<file path="config.mk">
export PLATFORM = sky130hd
export DESIGN_NAME = uart_frame_assembler_flat
export DESIGN_NICKNAME = d
export VERILOG_FILES = /design/src/rtl/uart_frame_assembler_if.sv /design/src/rtl/uart_frame_assembler.sv /design/src/flat_wrapper.sv
export SDC_FILE = /design/constraint.sdc
export NUM_CORES = 1
export LEC_CHECK = 0
export ABC_CLOCK_PERIOD_IN_PS = 2210
export CAP_MARGIN = 10
export CORE_MARGIN = 5
export CORE_UTILIZATION = 47
export CTS_CLUSTER_SIZE = 14
export DETAILED_ROUTE_END_ITERATION = 8
export GPL_TIMING_DRIVEN = 0
export HOLD_SLACK_MARGIN = 0.08
export PLACE_DENSITY = 0.79
export RECOVER_POWER = 100
export SYNTH_ARGS = -nofsm -noshare
export SYNTH_HDL_FRONTEND = slang
export SYNTH_SLANG_ARGS = --single-unit
</file>
<file path="constraint.sdc">
create_clock -name clk -period 2.21 [get_ports clk]
set_input_delay 0.442 -clock clk [delete_from_list [all_inputs] [get_ports clk]]
set_output_delay 0.442 -clock clk [all_outputs]
set_load 0.02 [all_outputs]
</file>
<file path="src/rtl/uart_frame_assembler_if.sv">
// Byte-receiver / command-processor bus for uart_frame_assembler.
// rx_valid is a one-cycle strobe with no back-pressure; RX_interrupt is a level held until RX_interrupt_clear is sampled while a frame is pending.
interface uart_frame_assembler_if #(
  parameter int uart_data_depth = 12
);
  logic                         rx_valid;
  logic [7:0]                   rx_data;
  logic                         rx_error;
  logic                         RX_interrupt_clear;
  logic [uart_data_depth*8-1:0] receive_data;
  logic                         RX_interrupt;
  logic [5:0]                   receive_data_bytes;
  logic                         frame_overflow;
  logic                         frame_dropped;

  modport master (
    output rx_valid, rx_data, rx_error, RX_interrupt_clear,
    input  receive_data, RX_interrupt, receive_data_bytes, frame_overflow, frame_dropped
  );

  modport slave (
    input  rx_valid, rx_data, rx_error, RX_interrupt_clear,
    output receive_data, RX_interrupt, receive_data_bytes, frame_overflow, frame_dropped
  );
endinterface

</file>
<file path="src/rtl/uart_frame_assembler.sv">
// Sliding-window frame assembler: shifts received bytes in until CR LF, then holds the frame for the processor.
// Optional inter-byte timeout is enabled by defining FRAME_TIMEOUT_EN.
module uart_frame_assembler #(
  parameter int uart_data_depth = 12,
  parameter int TIMEOUT_CYCLES  = 100000
) (
  input  logic                   clk,
  input  logic                   rst_n,
  uart_frame_assembler_if.slave  bus,
  output logic [1:0]             o_dbg_state
);
  localparam int         W       = uart_data_depth * 8;
  localparam logic [5:0] DEPTH_C = 6'(uart_data_depth);

  if (TIMEOUT_CYCLES < 2) begin : g_bad_timeout
    $error("TIMEOUT_CYCLES must be at least 2");
  end

  typedef enum logic [1:0] {
    S_IDLE    = 2'd0,
    S_COLLECT = 2'd1,
    S_HOLD    = 2'd2
  } state_t;

  state_t         r_state, w_state_nx;
  logic [W-1:0]   r_data, w_data_nx;
  logic [5:0]     r_count, w_count_nx;
  logic           r_ovf, w_ovf_nx;
  logic           r_int, w_int_nx;
  logic           r_drop, w_drop_nx;
  logic           w_byte, w_err, w_term, w_expire;

  assign w_byte = bus.rx_valid && !bus.rx_error;
  assign w_err  = bus.rx_valid && bus.rx_error;
  assign w_term = (bus.rx_data == 8'h0A) && (r_data[7:0] == 8'h0D) && (r_count != 6'd0);

`ifdef FRAME_TIMEOUT_EN
  localparam int TW = $clog2(TIMEOUT_CYCLES);
  logic [TW-1:0] r_tmo, w_tmo_nx;

  assign w_expire = (r_state == S_COLLECT) && (r_tmo == TW'(TIMEOUT_CYCLES - 1));

  // Counts idle cycles only while a partial frame stays in COLLECT.
  always_comb begin
    w_tmo_nx = '0;
    if (r_state == S_COLLECT && w_state_nx == S_COLLECT && !w_byte)
      w_tmo_nx = r_tmo + TW'(1);
  end

  always_ff @(posedge clk) begin
    if (!rst_n) r_tmo <= '0;
    else        r_tmo <= w_tmo_nx;
  end
`else
  assign w_expire = 1'b0;
`endif

  always_comb begin
    w_state_nx = r_state;
    w_data_nx  = r_data;
    w_count_nx = r_count;
    w_ovf_nx   = r_ovf;
    w_int_nx   = r_int;
    w_drop_nx  = 1'b0;
    case (r_state)
      S_IDLE, S_COLLECT: begin
        if (w_err) begin
          w_data_nx  = '0;
          w_count_nx = '0;
          w_ovf_nx   = 1'b0;
          w_state_nx = S_IDLE;
          w_drop_nx  = (r_count != 6'd0);
        end else if (w_byte) begin
          w_data_nx  = {r_data[W-9:0], bus.rx_data};
          w_count_nx = (r_count == DEPTH_C) ? r_count : r_count + 6'd1;
          if (r_count == DEPTH_C) w_ovf_nx = 1'b1;
          w_state_nx = w_term ? S_HOLD : S_COLLECT;
          w_int_nx   = w_term;
        end else if (w_expire) begin
          w_data_nx  = '0;
          w_count_nx = '0;
          w_ovf_nx   = 1'b0;
          w_state_nx = S_IDLE;
          w_drop_nx  = 1'b1;
        end
      end
      S_HOLD: begin
        // A clear outranks a byte in the same cycle; that byte opens the next frame.
        if (bus.RX_interrupt_clear) begin
          w_int_nx = 1'b0;
          w_ovf_nx = 1'b0;
          if (w_byte) begin
            w_data_nx  = W'(bus.rx_data);
            w_count_nx = 6'd1;
            w_state_nx = S_COLLECT;
          end else begin
            w_data_nx  = '0;
            w_count_nx = '0;
            w_state_nx = S_IDLE;
          end
        end else if (bus.rx_valid) begin
          w_drop_nx = 1'b1;
        end
      end
      default: w_state_nx = S_IDLE;
    endcase
  end

  always_ff @(posedge clk) begin
    if (!rst_n) begin
      r_state <= S_IDLE;
      r_data  <= '0;
      r_count <= '0;
      r_ovf   <= 1'b0;
      r_int   <= 1'b0;
      r_drop  <= 1'b0;
    end else begin
      r_state <= w_state_nx;
      r_data  <= w_data_nx;
      r_count <= w_count_nx;
      r_ovf   <= w_ovf_nx;
      r_int   <= w_int_nx;
      r_drop  <= w_drop_nx;
    end
  end

  assign bus.receive_data       = r_data;
  assign bus.RX_interrupt       = r_int;
  assign bus.receive_data_bytes = r_count;
  assign bus.frame_overflow     = r_ovf;
  assign bus.frame_dropped      = r_drop;
  assign o_dbg_state            = r_state;
endmodule

</file>
<file path="src/flat_wrapper.sv">
// flat-port wrapper written by rule: the top's interface ports become plain ports
module uart_frame_assembler_flat 
#(
  parameter int uart_data_depth = 12,
  parameter int TIMEOUT_CYCLES  = 100000
)
  (clk, rst_n, o_dbg_state, bus_rx_valid, bus_rx_data, bus_rx_error, bus_RX_interrupt_clear, bus_receive_data, bus_RX_interrupt, bus_receive_data_bytes, bus_frame_overflow, bus_frame_dropped);
  uart_frame_assembler_if #(.uart_data_depth(uart_data_depth)) bus_i ();
  input  logic clk;
  input  logic rst_n;
  output logic [1:0] o_dbg_state;
  input wire logic [$bits(bus_i.rx_valid)-1:0] bus_rx_valid;
  input wire logic [$bits(bus_i.rx_data)-1:0] bus_rx_data;
  input wire logic [$bits(bus_i.rx_error)-1:0] bus_rx_error;
  input wire logic [$bits(bus_i.RX_interrupt_clear)-1:0] bus_RX_interrupt_clear;
  output wire logic [$bits(bus_i.receive_data)-1:0] bus_receive_data;
  output wire logic [$bits(bus_i.RX_interrupt)-1:0] bus_RX_interrupt;
  output wire logic [$bits(bus_i.receive_data_bytes)-1:0] bus_receive_data_bytes;
  output wire logic [$bits(bus_i.frame_overflow)-1:0] bus_frame_overflow;
  output wire logic [$bits(bus_i.frame_dropped)-1:0] bus_frame_dropped;
  assign bus_i.rx_valid = bus_rx_valid;
  assign bus_i.rx_data = bus_rx_data;
  assign bus_i.rx_error = bus_rx_error;
  assign bus_i.RX_interrupt_clear = bus_RX_interrupt_clear;
  assign bus_receive_data = bus_i.receive_data;
  assign bus_RX_interrupt = bus_i.RX_interrupt;
  assign bus_receive_data_bytes = bus_i.receive_data_bytes;
  assign bus_frame_overflow = bus_i.frame_overflow;
  assign bus_frame_dropped = bus_i.frame_dropped;
  uart_frame_assembler #(.uart_data_depth(uart_data_depth), .TIMEOUT_CYCLES(TIMEOUT_CYCLES)) u_core (.clk(clk), .rst_n(rst_n), .bus(bus_i), .o_dbg_state(o_dbg_state));
endmodule
</file>
## Word-level counts from Yosys, hierarchy flattened

Cells that the tools add are included.

| cells by class | value |
|---|---|
| eq/ne operators | 11 |
| muxes and demuxes | 29 |
| reductions and logical operators | 14 |
| add/subtract/negate cells | 1 |

Operator list:

| kind | count |
|---|---|
| two-way mux 96 bit | 3 |
| one-hot mux 96 bit (2 select lines) | 1 |
| two-way mux 6 bit | 4 |
| == test 8 x 4 -> 1 bit, second input constant | 2 |
| one-hot mux 6 bit (2 select lines) | 1 |
| AND reduction 4 bit | 3 |
| two-way mux 1 bit | 11 |
| two-way mux 2 bit | 4 |
| two-way mux 8 bit | 1 |
| adder 6 x 1 -> 6 bit, second input constant | 1 |
| == test 6 x 4 -> 1 bit, second input constant | 1 |
| != test 3 x 1 -> 1 bit, second input constant | 2 |
| one-hot mux 1 bit (2 select lines) | 3 |
| nonzero test 6 bit | 1 |
| logical AND 1 bit | 4 |
| != test 2 bit, second input constant | 2 |
| one-hot mux 2 bit (2 select lines) | 1 |
| != test 3 x 2 -> 1 bit, second input constant | 1 |
| AND reduction 3 bit | 1 |
| == test 2 x 1 -> 1 bit, second input constant | 1 |
| == test 2 bit, second input constant | 1 |
| zero test 2 bit | 1 |
| != test 2 x 1 -> 1 bit, second input constant | 1 |
| AND reduction 2 bit | 1 |
| 3 further kinds | 3 |

| storage, ports and cells | value |
|---|---|
| input port bits | 13 |
| logic and storage cells | 61 |
| register bits | 107 |
| output and inout port bits | 107 |

## Longest topological paths before layout

Gate-level depths: netlist of the first run.

| logic depth | value |
|---|---|
| depth in word-level cells | 7 |
| depth in mapped cells | 7 |
| mapped depth without buffers | 6 |

## Worst setup path before layout of the first run

No wires, ideal clock.

| path | value |
|---|---|
| kind | reg2reg |
| start point | register u_core.r_count[0] (netlist: u_core.bus.receive_data_bytes[0]) |
| end point | register u_core.r_ovf (netlist: u_core.bus.frame_overflow) |
| stages on the path, launching flop included | 7 |
| slack | 0.416 ns |
| buffers on the path | 0 |
| period minus slack after synthesis | 1.794 ns |
| arrival | 1.736 ns |
| library setup time | 0.059 ns |
| path through | dfxtp_1 -> inv_1 -> ha_1 -> or3b_2 -> nor4_4 -> or2_1 -> o221a_2 |

| between the ends | value |
|---|---|
| cells in the longest elaborated chain, start to end | 3 |

RTL lines:

| what | RTL line | text |
|---|---|---|
| start, declared | uart_frame_assembler.sv:27 | `logic [5:0] r_count, w_count_nx;` |
| start signal, assigned | uart_frame_assembler.sv:120 | `r_count <= w_count_nx;` |
| == test 6 x 4 -> 1 bit | uart_frame_assembler.sv:76 | `if (r_count == DEPTH_C) w_ovf_nx = 1'b1;` |
| != test 3 x 1 -> 1 bit (no source line) | - |  |
| AND reduction 4 bit (no source line) | - |  |
| end signal, assigned | uart_frame_assembler.sv:121 | `r_ovf <= w_ovf_nx;` |
| end, declared | uart_frame_assembler.sv:28 | `logic r_ovf, w_ovf_nx;` |

Every way passes these cells.
A chain may end at the register's enable or synchronous reset.

## Final worst setup path of the first run

| path | value |
|---|---|
| start point | register u_core.r_state[1] (netlist: u_core.o_dbg_state[1]) |
| end point | output o_dbg_state[1] |

RTL lines:

| what | RTL line | text |
|---|---|---|
| start, declared | uart_frame_assembler.sv:25 | `state_t r_state, w_state_nx;` |
| start signal, assigned | uart_frame_assembler.sv:118 | `r_state <= w_state_nx;` |
| end, declared | flat_wrapper.sv:11 | `output logic [1:0] o_dbg_state;` |

No word-level cell between the ends.

==> out/results.txt, run 1 <==
Nets -> 646
clock latency on the worst-skew pair -> 0.36 ns
Ys Warns -> 0
max-slew violation total from the final report -> 0
RSZ-0062 raised after global routing -> false
Hold WS -> 0.455 ns
die span in y -> 104 µm
total gr overflow -> 0
worst-path cell chain -> dlygate4sd3_1
area delta synth->final -> 37.9%
clock transition at the registers of the reported paths -> 0.10 ns
slew margin rel. -> 60.5%
top-area cell type share of the netlist area -> 52.1%
CP max-delay cell -> dlygate4sd3_1
First-pass DRT Iterations -> 5
syn_area_per_cell -> 8.19 µm²
post-route ant nets -> 0
Initial Util -> 47.6%
Sequential Area -> 0.00214 mm²
Crit path depth -> 1
CTS buffer count -> 9
core area -> 0.00864 mm²
Initial DRC Count -> 187
Tightest Pin Transition -> 0.593 ns
status -> finished clean
root buffer cell -> clkbuf_8
Worst R2R Setup Slack -> 0.23 ns
synthesized flop and latch total -> 107
syn nets -> 517
TritonCTS clock tree -> built
I/O Pins -> 120
Max-cap violations -> 0
chip width -> 104 µm
# fillers -> 768
buffers added on ports -> 118
crit path DAT -> 1.61 ns
Post-route DRC -> 0
reg-to-reg endpoint -> u_core.bus.receive_data_bytes[4]
RR Startpoint -> u_core.o_dbg_state[1]
Reg2Reg Depth -> 7
leading area contributor after synthesis -> dfxtp_1
DR WL/cell -> 15.9 µm
Synth cell types -> 39
Hold Path Cell Cnt -> 2
Multi-input gate area -> 0.00177 mm²
Placer Congestion -> 0.887
Hold Startpoint -> u_core.bus.receive_data[88]
Endpoint, Worst Hold -> u_core.bus.receive_data[88]
overall routed net length -> 11800 µm
Placed Area -> 0.00543 mm²
FP Rows -> 34
# H-tree levels -> 3
GRT Total Usage -> 21.6%
largest net degree at the start of global routing -> 18
worst setup path category -> reg -> out
number of buffers and inverters on the critical path -> 1
share of cells above drive strength 1 -> 5.97%
design area -> 0.00567 mm²
endpoints failing setup -> 0
# clock sinks -> 107
top post-synthesis cells by area -> dfxtp_1, a21oi_1, nand3_1
CP max FO -> 8
die area -> 0.0107 mm²
Longest Clk Path Bufs -> 2
vias -> 4086
dpl hpwl -> 8850 µm
fmax -> 488 MHz
CP top delay family -> buffers and inverters
fin crit period -> 2.05 ns
first-pass GRT wire length -> 19500 µm
initial antenna violation count -> 0
Hold Vio Cnt, Final -> 0
WP data required -> 1.77 ns
Clock Skew -> 0.0106 ns
Lkg Pwr -> 2.21 nW
sequential share of the synthesized area -> 52.1%
cell area power density -> 626 mW/mm²
Max VDD drop -> 399 µV
Via density -> 5.49
Startpoint Class -> flop
fin crit share -> 92.8%
cell area after synthesis -> 0.00411 mm²
vias in the first global route -> 3958
worst hold path class -> reg -> reg
n_diodes -> 0
Post-Syn Instances -> 502
Setup crit end kind -> output port
Max stage delay on crit path -> 0.73 ns
[Yosys cell counts]
cell        n
nor2_2      1
and2_0      1
o21a_1      1
o41ai_1     1
ha_1        2
or4b_1      1
clkbuf_1   26
a211oi_1    4
o21ai_0     3
nor3b_1     1
nand2_1    91
and2_1      1
inv_1       7
a32o_1      2
o32a_1      2
nor4_1      3
a22oi_1     8
a21oi_1    91
buf_1       3
o221a_2     2
or2_1       1
or3b_2      1
nor4_4      1
dfxtp_1   107
nand3_1    84
o22ai_1     1
nor2_1     15
nor3_1      6
and3_1      1
nand4_1     2
buf_2      15
o211ai_1    1
nor4b_1     5
nor2b_1     2
or3_1       2
nand3b_2    1
o32ai_1     2
or2_2       1
nand2b_1    3
[worst max-delay path by stage]
stage,start,slack [ns],to
6_report,u_core.o_dbg_state[1],0.16,o_dbg_state[1]
5_1_grt,bus_rx_valid,0.05,u_core.bus.receive_data[43]
4_1_cts,bus_rx_error,0.01,u_core.bus.receive_data[50]
3_5_place_dp,bus_rx_error,-0.37,u_core.bus.receive_data[48]
3_3_place_gp,bus_rx_error,-0.32,u_core.bus.receive_data[34]
2_1_floorplan,u_core.bus.receive_data_bytes[0],0.42,u_core.bus.frame_overflow
[layout by cell type, fill, tap and decap left out, drive strengths merged, types with 3 or more instances in the layout]
master         instances
dlygate4sd3          107
dfxtp                107
nand2                 91
a21oi                 91
nand3                 84
clkbuf                50
nor2                  16
clkdlybuf4s50         10
a22oi                  8
inv                    8
nor3                   6
buf                    5
nor4b                  5
a211oi                 4
nor4                   4
nand2b                 3
o21ai                  3
[routing by layer]
layer | share of wire (%) | track usage [%] | wire [µm] | up-vias
met5 | 0 | 0 | 0 | -
met4 | 2.0 | 8.53 | 241 | 0
met3 | 5.5 | 3.67 | 643 | 21
met2 | 49 | 36.2 | 5740 | 155
met1 | 44 | 27.7 | 5170 | 1898
li1 | - | - | - | 2012
[cell type report]
cell class | count | share of cell area [%]
Clock inverter | 5 | 1.50
Tap cell | 108 | 2.38
Clock buffer | 11 | 2.49
Inverter | 7 | 0.463
Timing Repair Buffer | 118 | 20.9
Multi-Input combinational cell | 344 | 31.2
Sequential cell | 107 | 37.8
Buffer | 44 | 3.29
[report_power, final]
part | total, mW | internal (mW) | switching (mW)
clock network | 1.32 | 0.676 | 0.646
registers | 1.96 | 1.94 | 0.0165
logic | 0.271 | 0.0870 | 0.184
[per-stage QoR]
stage	util [%]	total power, mW	instances	worst slack, ns	TNS, ns
CTS	65.5	3.57	744	0.0120	0
finish	65.6	3.55	744	0.159	0
detailed placement	62.9	2.28	728	-0.366	-21.89
floorplan	-	2.17	502	0.416	0
global placement	62.9	2.27	728	-0.324	-17.03
global route	65.6	3.67	744	0.0513	0
[cell families after synthesis]
kind of cell               count (synthesis)  share of synthesized area [%]
DFF                                      107                           52.1
AOI/OAI and AO/OA                        118                           16.3
adders and majority gates                  2                          0.609
and+or+nand+nor                          224                           25.9
buffers and inverters                     51                           5.11
[repair_timing]
| action | CTS | global route |
|---|---|---|
| endpoints found under the setup margin | 0 | 52 |
| hold buffers | 0 | 0 |
| setup buffers | 0 | 0 |
| gates resized for setup | 0 | 4 |
[state kept, by name, summed over array words and instances (netlist names)]
name                           count
u_core.bus.receive_data_bytes      6
u_core.bus.frame_dropped           1
u_core.bus.receive_data           96
u_core.bus.frame_overflow          1
u_core.o_dbg_state                 2
u_core.bus.RX_interrupt            1
No activity file was read; power rests on OpenSTA's default activity.
==> run 2: changes to the inputs <==
--- a/config.mk
+++ b/config.mk
@@ -6,14 +6,14 @@
 export NUM_CORES = 1
 export LEC_CHECK = 0
 export ABC_CLOCK_PERIOD_IN_PS = 2210
-export CAP_MARGIN = 10
+export CAP_MARGIN = 20
 export CORE_MARGIN = 5
-export CORE_UTILIZATION = 47
+export CORE_UTILIZATION = 49
 export CTS_CLUSTER_SIZE = 14
 export DETAILED_ROUTE_END_ITERATION = 8
+export DONT_BUFFER_PORTS = 1
 export GPL_TIMING_DRIVEN = 0
 export HOLD_SLACK_MARGIN = 0.08
-export PLACE_DENSITY = 0.79
 export RECOVER_POWER = 100
 export SYNTH_ARGS = -nofsm -noshare
 export SYNTH_HDL_FRONTEND = slang
==> out/results.txt, run 2 (same netlist as run 1, synthesis figures left out) <==
status -> finished clean
WP data required -> 2.51 ns (+0.74 ns)
initial antenna violation count -> 0 (unchanged)
Reg2Reg Depth -> 6 (-1)
max-slew violation total from the final report -> 0 (unchanged)
total power -> 3.38 mW (-4.7%)
dpl cells -> 607 (-17%)
DR WL met3 -> 1240 µm (+92%)
most frequent cells in the layout -> dfxtp_1, nand2_1, a21oi_1
Post-route DRC -> 0 (unchanged)
largest net degree at the start of global routing -> 19 (+1)
# clock sinks -> 107 (unchanged)
reg-to-reg endpoint -> u_core.bus.frame_overflow
most common cell after layout, fill and taps aside -> dfxtp_1
dpl hpwl -> 8100 µm (-8.5%)
chip width -> 102 µm (-1.9%)
Top Metal Used -> met4
fin crit period -> 2.09 ns (+0.0381 ns)
CTS buffer count -> 9 (unchanged)
Initial Util -> 50.0% (+2.4 points)
TritonCTS clock tree -> built
Nets -> 528 (-18%)
core area -> 0.00822 mm² (-4.9%)
fin crit share -> 94.5% (+1.7 points)
I/O Pins -> 120 (unchanged)
RSZ-0062 raised after global routing -> false
M1 WL -> 4430 µm (-14%)
First-pass DRT Iterations -> 6 (+1)
share of cells above drive strength 1 -> 6.95% (+0.97 points)
worst setup path category -> reg -> reg
worst hold path class -> in -> reg
Via density -> 5.72 (+4.2%)
cell area power density -> 761 mW/mm² (+21%)
Worst Setup EP -> u_core.bus.frame_overflow
Worst R2R Setup Slack -> 0.12 ns (-0.11 ns)
Setup TNS Final -> 0 ns (unchanged)
FP Rows -> 33 (-2.9%)
final cell count without fillers -> 623 (-16%)
max FFs per register -> 96 (unchanged)
slew margin rel. -> 56.8% (-3.7 points)
Lkg Pwr -> 1.40 nW (-37%)
Longest Clk Path Bufs -> 2 (unchanged)
die area -> 0.0103 mm² (-3.7%)
Max-cap violations -> 0 (unchanged)
root buffer cell -> clkbuf_8
die span in y -> 102 µm (-1.9%)
post-route ant nets -> 0 (unchanged)
area delta synth->final -> 8.16%
# H-tree levels -> 3 (unchanged)
Startpoint Class -> flop
buffers added on ports -> 0 (-100%)
crit path DAT -> 2.39 ns (+0.78 ns)
Clock Skew -> 0.0106 ns (-0.0000563 ns)
overall routed net length -> 10900 µm (-7.8%)
clock latency on the worst-skew pair -> 0.36 ns (about the same)
Met2 Wirelength -> 5070 µm (-12%)
Initial DRC Count -> 161 (-14%)
Max VDD drop -> 399 µV (about the same)
n_diodes -> 0 (unchanged)
Placer Congestion -> 0.886 (-0.14%)
vias -> 3564 (-13%)
vias in the first global route -> 3392 (-14%)
Tightest Pin Transition -> 0.648 ns (+0.0548 ns)
total gr overflow -> 0 (unchanged)
Post CTS Setup Buffer Count -> 0 (unchanged)
GRT Total Usage -> 21.1% (-0.51 points)
RR Startpoint -> u_core.bus.receive_data_bytes[0]
Setup crit end kind -> flop
fmax -> 479 MHz (-1.8%)
first-pass GRT wire length -> 17500 µm (-10%)
DR WL/cell -> 17.5 µm (+10%)
Hold Vio Cnt, Final -> 0 (unchanged)
launch point of the critical path -> u_core.bus.receive_data_bytes[0]
CP max FO -> 8 (unchanged)
clock transition at the registers of the reported paths -> 0.10 ns (about the same)
endpoints failing setup -> 0 (unchanged)
[run 2: cell count changes in the layout (fill, tap and decap cells not counted), moves of 2 or more]
cell,change
buf_1,+3
dlygate4sd3_1,-107
clkbuf_2,-2
clkdlybuf4s50_1,-10
clkinv_4,+3
[run 2: routing by layer]
metal	vias up	track usage [%]
met5	-	0
met4	0	6.44
met3	12	8.13
met2	125	33.8
met1	1646	26.4
li1	1781	-
[run 2: layout make-up]
class / count / area (µm²)
Buffer: 44 / 180
Clock buffer: 10 / 128
Clock inverter: 6 / 73.8
Fill cell: 825 / 3770
Inverter: 7 / 26.3
Multi-Input combinational cell: 344 / 1760
Sequential cell: 107 / 2140
Tap cell: 105 / 131
[run 2: worst min-delay path by stage]
stage	startpoint	endpoint	slack, ns	depth (start not counted)
after floorplan	u_core.bus.receive_data[88]	u_core.bus.receive_data[88]	0.53	2
after global placement	u_core.bus.receive_data[91]	u_core.bus.receive_data[91]	0.54	2
after detailed placement	u_core.bus.receive_data[90]	u_core.bus.receive_data[90]	0.55	2
after CTS	bus_rx_data[2]	u_core.bus.receive_data[2]	0.22	2
after global routing	bus_rx_data[3]	u_core.bus.receive_data[3]	0.22	2
final	bus_rx_data[0]	u_core.bus.receive_data[0]	0.24	2
[run 2: through the flow]
| step | utilization [%] | setup WS (ns) | hold WS [ns] | cell area (µm²) |
|---|---|---|---|---|
| floorplan | - | 0.416 | 0.529 | 4110 |
| global placement | 51.6 | 0.165 | 0.543 | 4240 |
| detailed placement | 51.6 | 0.156 | 0.546 | 4240 |
| CTS | 54.1 | 0.155 | 0.218 | 4440 |
| global route | 54.1 | 0.00539 | 0.224 | 4450 |
| finish | 54.1 | 0.121 | 0.236 | 4450 |
[run 2: critical path, cell delays in order, from the launching register on]
cell and delay [ns]:
dfxtp_1 0.44, inv_1 0.10, ha_1 0.14, or3b_2 0.49
nor4_4 0.35, or2_1 0.30, o221a_2 0.22
[run 2: what timing repair did]
action / CTS / global route
resized for setup: 0 / 2
setup endpoints to repair: 0 / 1
endpoints found under the hold margin: 0 / 0
hold buffers: 0 / 0
[run 2: report_power, final]
group	leakage [nW]	switching (mW)	internal (mW)
combinational	0.431	0.149	0.0496
clock	0.101	0.666	0.537
sequential	0.864	0.0387	1.94
==> run 3: changes to the inputs <==
--- a/config.mk
+++ b/config.mk
@@ -15,6 +15,7 @@
 export GPL_TIMING_DRIVEN = 0
 export HOLD_SLACK_MARGIN = 0.08
 export RECOVER_POWER = 100
+export SETUP_SLACK_MARGIN = 0.4
 export SYNTH_ARGS = -nofsm -noshare
 export SYNTH_HDL_FRONTEND = slang
 export SYNTH_SLANG_ARGS = --single-unit
==> out/results.txt, run 3 (same netlist as run 1, synthesis figures left out) <==
status -> finished clean
CP max FO -> 6 (-2)
Longest Clk Path Bufs -> 2 (unchanged)
Hold Vio Cnt, Final -> 0 (unchanged)
GRT Total Usage -> 21.1% (about the same)
# H-tree levels -> 3 (unchanged)
buffers added on ports -> 0 (unchanged)
TritonCTS clock tree -> built
dpl hpwl -> 8100 µm (unchanged)
clock transition at the registers of the reported paths -> 0.10 ns (about the same)
RSZ-0062 raised after global routing -> false
Setup crit end kind -> flop
total gr overflow -> 0 (unchanged)
crit path DAT -> 2.19 ns (-0.20 ns)
first-pass GRT wire length -> 17500 µm (+0.11%)
I/O Pins -> 120 (unchanged)
Max-cap violations -> 0 (unchanged)
post-route ant nets -> 0 (unchanged)
die area -> 0.0103 mm² (unchanged)
Tightest Pin Transition -> 0.611 ns (-0.0366 ns)
# clock sinks -> 107 (unchanged)
worst setup path category -> reg -> reg
Reg2Reg Depth -> 7 (+1)
Post-route DRC -> 0 (unchanged)
Lkg Pwr -> 1.44 nW (+3.3%)
First-pass DRT Iterations -> 5 (-1)
Initial Util -> 50.0% (unchanged)
share of cells above drive strength 1 -> 10.0% (+3.1 points)
clock latency on the worst-skew pair -> 0.36 ns (about the same)
fmax -> 526 MHz (+9.9%)
Nets -> 530 (+0.38%)
vias -> 3542 (-0.62%)
max FFs per register -> 96 (unchanged)
vias in the first global route -> 3407 (+0.44%)
largest net degree at the start of global routing -> 19 (unchanged)
fin crit period -> 1.90 ns (-0.189 ns)
n_diodes -> 0 (unchanged)
slew margin rel. -> 59.2% (+2.4 points)
most frequent cells in the layout -> dfxtp_1, nand2_1, a21oi_1
Max VDD drop -> 366 µV (-8.2%)
endpoints failing setup -> 0 (unchanged)
Initial DRC Count -> 153 (-5.0%)
WP data required -> 2.50 ns (about the same)
fin crit share -> 86.0% (-8.5 points)
die span in y -> 102 µm (unchanged)
CTS buffer count -> 9 (unchanged)
Placer Congestion -> 0.886 (unchanged)
chip width -> 102 µm (unchanged)
Clock Skew -> 0.0108 ns (+0.000281 ns)
core area -> 0.00822 mm² (unchanged)
Hold-fix buffers, CTS -> 0 (unchanged)
Hold WS -> 0.236 ns (+0.000359 ns)
Setup TNS Final -> 0 ns (unchanged)
DR WL/cell -> 17.4 µm (-0.37%)
Via density -> 5.67 (-0.94%)
area delta synth->final -> 9.92%
Startpoint Class -> flop
initial antenna violation count -> 0 (unchanged)
most common cell after layout, fill and taps aside -> dfxtp_1
worst hold path class -> in -> reg
FP Rows -> 33 (unchanged)
Hold Path Cell Cnt -> 2 (unchanged)
overall routed net length -> 10900 µm (about the same)
root buffer cell -> clkbuf_8
max-slew violation total from the final report -> 0 (unchanged)
cell area power density -> 750 mW/mm² (-1.4%)
==> run 3: changes by cell type in the layout (fill, tap and decap cells not counted), sizes merged <==
cell	change
clkbuf	-7
buf	+9
==> run 3: what timing repair did <==
item | in CTS | in global routing
resized for setup | 15 | 22
setup endpoints to repair | 107 | 91
pin swaps | 1 | 4
buffers inserted | 2 | 0
==> run 3: worst paths after layout <==
kind / to / slack, ns / startpoint
setup / recovery: u_core.bus.receive_data_bytes[1] / 0.31 / u_core.bus.receive_data_bytes[0]
hold / removal: u_core.bus.receive_data[0] / 0.24 / bus_rx_data[0]
setup reg to reg: u_core.bus.receive_data_bytes[1] / 0.31 / u_core.bus.receive_data_bytes[0]
hold reg to reg: u_core.bus.receive_data[90] / 0.56 / u_core.bus.receive_data[90]
==> run 3: critical path: stages (launching register included) <==
cell	delay (ns)
dfxtp_1	0.59
inv_4	0.06
ha_4	0.16
or3b_1	0.23
nor4_4	0.06
clkbuf_1	0.13
or4b_4	0.49
a21oi_2	0.12
==> run 3: stage by stage <==
stage                     power, mW  cell area [µm²]  std cells  utilization [%]  worst slack (ns)
after global placement         2.22             4240        607             51.6             0.165
after CTS                      3.43             4490        625             54.7             0.406
after global routing           3.55             4520        625             55.0             0.216
after detailed placement       2.22             4240        607             51.6             0.156
final                          3.39             4520        625             55.0             0.310
after floorplan                2.17             4110        502                -             0.416
==> run 3: area by class of cell <==
class                      instances  area (µm²)
fill                             824        3700
sequential                       107        2150
multi-input combinational        344        1790
buffer                            44         209
tap                              105         131
clock buffer                      10         128
clock inverter                     6        73.8
inverter                           7        28.8
timing repair buffer               2        11.3
==> run 3: power breakdown <==
part           switching [mW]  internal (mW)  total (mW)  leakage, nW
clock network           0.659          0.537        1.20        0.101
logic                   0.152         0.0604       0.212        0.477
registers              0.0396           1.94        1.98        0.864
==> run 3: layer usage <==
metal	share of wire, %	track usage (%)	vias up
met5	0	0	-
met4	1.2	6.44	0
met3	10	8.13	10
met2	47	34.1	107
met1	41	26.2	1644
li1	-	-	1781
